[src/rtl/alu_muldiv_unit.sv]
// Multi-cycle signed multiply/divide unit with architectural HI/LO registers.
// Runs one shift-add (mult) or restoring shift-subtract (div) step per cycle
// on operand magnitudes, then applies the sign fix-up and writes HI/LO.
module alu_muldiv_unit #(
    parameter int unsigned WIDTH     = 32,
    parameter logic [4:0]  CODE_MULT = 5'b01001,
    parameter logic [4:0]  CODE_DIV  = 5'b01110,
    parameter logic [4:0]  CODE_MFHI = 5'b01010,
    parameter logic [4:0]  CODE_MFLO = 5'b10011
) (
    input  logic             clk,
    input  logic             reset,
    input  logic [4:0]       alu_ctrl,
    input  logic             start,
    input  logic [WIDTH-1:0] op_a,
    input  logic [WIDTH-1:0] op_b,
    output logic [WIDTH-1:0] result,
    output logic [WIDTH-1:0] hi,
    output logic [WIDTH-1:0] lo,
    output logic             busy,
    output logic             stall,
    output logic             done,
    output logic             div_by_zero
);

    localparam int unsigned CW = (WIDTH > 1) ? $clog2(WIDTH) : 1;

    typedef enum logic [1:0] {StIdle, StMul, StDiv, StFix} state_e;

    state_e               state_q;
    logic [CW-1:0]        cnt_q;
    logic [WIDTH-1:0]     mcand_q;   // |op_b|: multiplicand or divisor
    logic [2*WIDTH-1:0]   prod_q;    // upper: partial sum, lower: remaining multiplier bits
    logic [WIDTH-1:0]     quot_q;    // dividend bits shift out, quotient bits shift in
    logic [WIDTH-1:0]     rem_q;
    logic                 neg_q_q;
    logic                 neg_r_q;
    logic                 is_div_q;

    logic [WIDTH-1:0]     a_abs;
    logic [WIDTH-1:0]     b_abs;
    logic [WIDTH:0]       mul_sum;
    logic [WIDTH:0]       div_shift;
    logic [WIDTH:0]       div_diff;
    logic [2*WIDTH-1:0]   prod_neg;
    logic                 accept;
    logic                 last_step;

    // Operand magnitudes, per-step datapath and read/stall outputs.
    always_comb begin
        a_abs     = op_a[WIDTH-1] ? -op_a : op_a;
        b_abs     = op_b[WIDTH-1] ? -op_b : op_b;
        mul_sum   = {1'b0, prod_q[2*WIDTH-1:WIDTH]} +
                    (prod_q[0] ? {1'b0, mcand_q} : {(WIDTH+1){1'b0}});
        div_shift = {rem_q, quot_q[WIDTH-1]};
        // Bit WIDTH of the difference set means the trial subtraction went negative.
        div_diff  = div_shift - {1'b0, mcand_q};
        prod_neg  = -prod_q;
        accept    = start && (state_q == StIdle) &&
                    (alu_ctrl == CODE_MULT || alu_ctrl == CODE_DIV);
        last_step = (cnt_q == CW'(WIDTH - 1));
        busy      = (state_q != StIdle);
        stall     = busy && (alu_ctrl == CODE_MULT || alu_ctrl == CODE_DIV ||
                             alu_ctrl == CODE_MFHI || alu_ctrl == CODE_MFLO);
        if (alu_ctrl == CODE_MFHI) begin
            result = hi;
        end else if (alu_ctrl == CODE_MFLO) begin
            result = lo;
        end else begin
            result = '0;
        end
    end

    // Sequencer and datapath registers; HI/LO change only in the fix-up cycle.
    always_ff @(posedge clk) begin
        if (reset) begin
            state_q     <= StIdle;
            cnt_q       <= '0;
            mcand_q     <= '0;
            prod_q      <= '0;
            quot_q      <= '0;
            rem_q       <= '0;
            neg_q_q     <= 1'b0;
            neg_r_q     <= 1'b0;
            is_div_q    <= 1'b0;
            hi          <= '0;
            lo          <= '0;
            done        <= 1'b0;
            div_by_zero <= 1'b0;
        end else begin
            done <= 1'b0;
            unique case (state_q)
                StIdle: begin
                    if (accept) begin
                        mcand_q     <= b_abs;
                        prod_q      <= {{WIDTH{1'b0}}, a_abs};
                        quot_q      <= a_abs;
                        rem_q       <= '0;
                        neg_q_q     <= op_a[WIDTH-1] ^ op_b[WIDTH-1];
                        neg_r_q     <= op_a[WIDTH-1];
                        is_div_q    <= (alu_ctrl == CODE_DIV);
                        div_by_zero <= (alu_ctrl == CODE_DIV) && (op_b == '0);
                        cnt_q       <= '0;
                        state_q     <= (alu_ctrl == CODE_DIV) ? StDiv : StMul;
                    end
                end
                StMul: begin
                    prod_q <= {mul_sum, prod_q[WIDTH-1:1]};
                    cnt_q  <= cnt_q + 1'b1;
                    if (last_step) state_q <= StFix;
                end
                StDiv: begin
                    quot_q <= {quot_q[WIDTH-2:0], ~div_diff[WIDTH]};
                    rem_q  <= div_diff[WIDTH] ? div_shift[WIDTH-1:0] : div_diff[WIDTH-1:0];
                    cnt_q  <= cnt_q + 1'b1;
                    if (last_step) state_q <= StFix;
                end
                StFix: begin
                    if (is_div_q) begin
                        // Zero divisor yields all-ones quotient; remainder fix-up
                        // restores the original dividend.
                        lo <= div_by_zero ? {WIDTH{1'b1}} : (neg_q_q ? -quot_q : quot_q);
                        hi <= neg_r_q ? -rem_q : rem_q;
                    end else begin
                        {hi, lo} <= neg_q_q ? prod_neg : prod_q;
                    end
                    done    <= 1'b1;
                    state_q <= StIdle;
                end
                default: state_q <= StIdle;
            endcase
        end
    end

endmodule
[config.mk]
export PLATFORM = sky130hd
export DESIGN_NAME = alu_muldiv_unit
export DESIGN_NICKNAME = d
export VERILOG_FILES = /design/src/rtl/alu_muldiv_unit.sv
export SDC_FILE = /design/constraint.sdc
export NUM_CORES = 1
export LEC_CHECK = 0
export CORE_MARGIN = 4
export CORE_UTILIZATION = 59
export DETAILED_ROUTE_END_ITERATION = 10
export PLACE_DENSITY = 0.82
export SLEW_MARGIN = 20
export SYNTH_ARGS = -nofsm -noshare
export SYNTH_HDL_FRONTEND = slang
export SYNTH_SLANG_ARGS = --single-unit
[constraint.sdc]
create_clock -name clk -period 4.3 [get_ports clk]
set_clock_uncertainty 0.2 [all_clocks]
set_input_delay 0.645 -clock clk [delete_from_list [all_inputs] [get_ports clk]]
set_output_delay 0.645 -clock clk [all_outputs]
set_load 0.02 [all_outputs]
==> impl_metrics.ini <==
[setup_path]
critPathRequiredTime_ns = 4.50
criticalPathCategory = flip-flop to flip-flop
critPathCaptureType = flip-flop
slowest_delay_ns = 0.62
critPathLaunchType = flip-flop
cp_max_fo = 8
cp_num_buf_inv = 0
crit_family = compound AO/OA/AOI/OAI gates
slowest_stage = a2111oi_0
cp.arrival_ns = 4.35
crit_chain = ha_1, a2111oi_0, a22oi_1, a221o_1, a41oi_1, o21ai_0, mux2i_1, a2111oi_0, o21ai_0

[cts]
root_buffer = clkbuf_16
cts_tree = yes
cts_max_level = 1
cts_buffers = 26
cts.sinks = 236
clkSlewWorstSetupHoldPaths_ns = 0.06
clock_tree.buffer_depth = 3
cts_setup_buffers = 0
clock_latency_ns = 0.55

[global_route]
globalRoute.totalOverflow = 0
grt_max_degree = 110
grt_pass1_wl_mm = 88.6
grt_pass1_vias = 15900
antenna_found_initial = 1
gr-usage-all-layers = 0.345

[detailed_routing]
avgViaCountPerCell = 6.48
drt_iter0_drc = 2080
via_count = 17900
wl_per_cell_um = 20.7
totalWireLength_mm = 57.1
route.detailed.drc = 0
dr.pass1.iters = 6
antenna_left = 0

[power]
ir_drop_mv = 0.684
power_per_cell_area_nw_per_um2 = 415
power.leakage_nw = 7.61

[die]
dieArea_sq_um = 31800
num_rows = 62
pin_count = 172
die_width_um = 178
die_h_um = 178
core_area_sq_um = 28700
start_util = 0.597

[min_path]
hp-class = flip-flop to flip-flop

[place]
dp_cells = 2721
place.gp.congestion = 0.958
dp_hpwl_mm = 42.7
portBuffers = 171

[cells_and_area]
syn_to_final_growth_pct = 16.6
final_cell_mix = 311 x nand2_1, 234 x dfxtp_1, 210 x o21ai_0
final_common_cell = nand2_1
diodes = 0
fin_cells = 2763
nets = 2515
drive_gt1_frac = 0.0475
nFillCells = 2410

[logic_synthesis]
async_flop_share = 0
synth.ff_latch_count = 236
synth_edf_count = 0
synthCells = 2266
avgSynthCellArea_sq_um = 7.56
ys_warn_count = 0
syn-num-nets = 2416
yosysSeqAreaShare = 0.276
netlist_area_sq_um = 17100
synthDistinctLibCells = 76
ys.flop_type = dfxtp_1

[sta]
relSlewSlack = 0.288
rsz0062_at_grt = no
hold_violations = 0
post-route-min-period_ns = 4.15
period_share = 0.966
setup_viol_count_final = 0
worst_pin_slew_ns = 1.07
fmax_mhz = 241
setup_tns_ns = 0
finalMaxSlewViolations = 0

[flow_run]
maxCapViolCount = 0

[run_status]
status = finished, final reports clean
==> cell families after synthesis <==
kind of cell	after synthesis	synth area share
AO/OA/AOI/OAI	735	0.279
multiplexers	45	0.0264
flip-flops	236	0.276
buffers and inverters	205	0.0452
AND/OR/NAND/NOR	749	0.204
XOR/XNOR	218	0.111
adder cells (fa/ha/maj)	78	0.0579
==> final cells by class <==
cell class	count	area, sq um	share of cell area
sequential	236	4730	0.237
clock buffer	38	767	0.0384
multi-input combinational	1825	11700	0.584
tap	384	480	0.0241
inverter	67	251	0.0126
timing repair buffer	209	2030	0.102
clock inverter	4	45.0	0.00225
==> final timing paths <==
path	from	end	cells after the start	slack, ns
max reg2reg	rem_q[5]$_SDFFE_PP0P_	rem_q[29]$_SDFFE_PP0P_	9	0.15
min reg2reg	lo[28]$_SDFFE_PP0P_	lo[28]$_SDFFE_PP0P_	2	0.27
min	lo[28]$_SDFFE_PP0P_	lo[28]$_SDFFE_PP0P_	2	0.27
max	rem_q[5]$_SDFFE_PP0P_	rem_q[29]$_SDFFE_PP0P_	9	0.15
==> where the power goes <==
| part | internal, mW | total, mW | switching [mW] |
|---|---|---|---|
| sequential | 2.30 | 2.46 | 0.165 |
| clock | 1.28 | 2.20 | 0.922 |
| combinational | 1.39 | 3.63 | 2.24 |
==> per-layer routing <==
layer	vias up	global-route usage	routed length, um
met5	-	0	13
met1	8452	0.473	23700
met3	161	0.0604	5490
met4	2	0.137	2570
met2	880	0.540	25400
li1	8406	-	-
==> synth_stat cells (all sizes together), types with 30 or more instances <==
master,instances,area (sq um)
nand2,311,1170
dfxtp,236,4720
o21ai,215,1080
nor2,175,657
a21oi,167,836
clkbuf,128,480
xnor2,126,1100
xor2,92,806
ha,76,951
inv,67,251
a22o,58,508
o31ai,55,432
mux2i,44,440
nand2b,44,275
nand3,41,205
a211oi,40,300
nor3,34,170
or3,32,215
o41ai,31,279
or4,30,233
==> worst register-to-register path, stage by stage (launching register included) <==
cell       delay (ns)
dfxtp_1          0.50
ha_1             0.36
a2111oi_0        0.54
a22oi_1          0.26
a221o_1          0.44
a41oi_1          0.45
o21ai_0          0.28
mux2i_1          0.17
a2111oi_0        0.62
o21ai_0          0.18
==> per-stage QoR <==
stage          total power [mW]   util  setup slack, ns  area [sq um]  hold WS (ns)
3_5_place_dp               6.01  0.668            0.156         19200         0.258
5_1_grt                    8.68  0.696           0.0690         20000         0.302
4_1_cts                    8.19  0.696            0.169         20000         0.270
6_report                   8.29  0.696            0.146         20000         0.274
2_1_floorplan              4.99      -            0.833         17100         0.249
3_3_place_gp               5.94  0.668            0.123         19200         0.253
==> registers in the layout (all words and copies together), names as in the netlist <==
register and flops:
prod_q 64, hi 32, lo 32, mcand_q 32, quot_q 32, rem_q 32, cnt_q 5, state_q 2
div_by_zero 1, done 1, is_div_q 1, neg_q_q 1, neg_r_q 1
==> repair_timing <==
item                       CTS  global route
hold buffers                 0             0
setup endpoints to repair    0             1
gates resized for setup      0             1
Note: power is estimated with default switching activity, not from simulation.
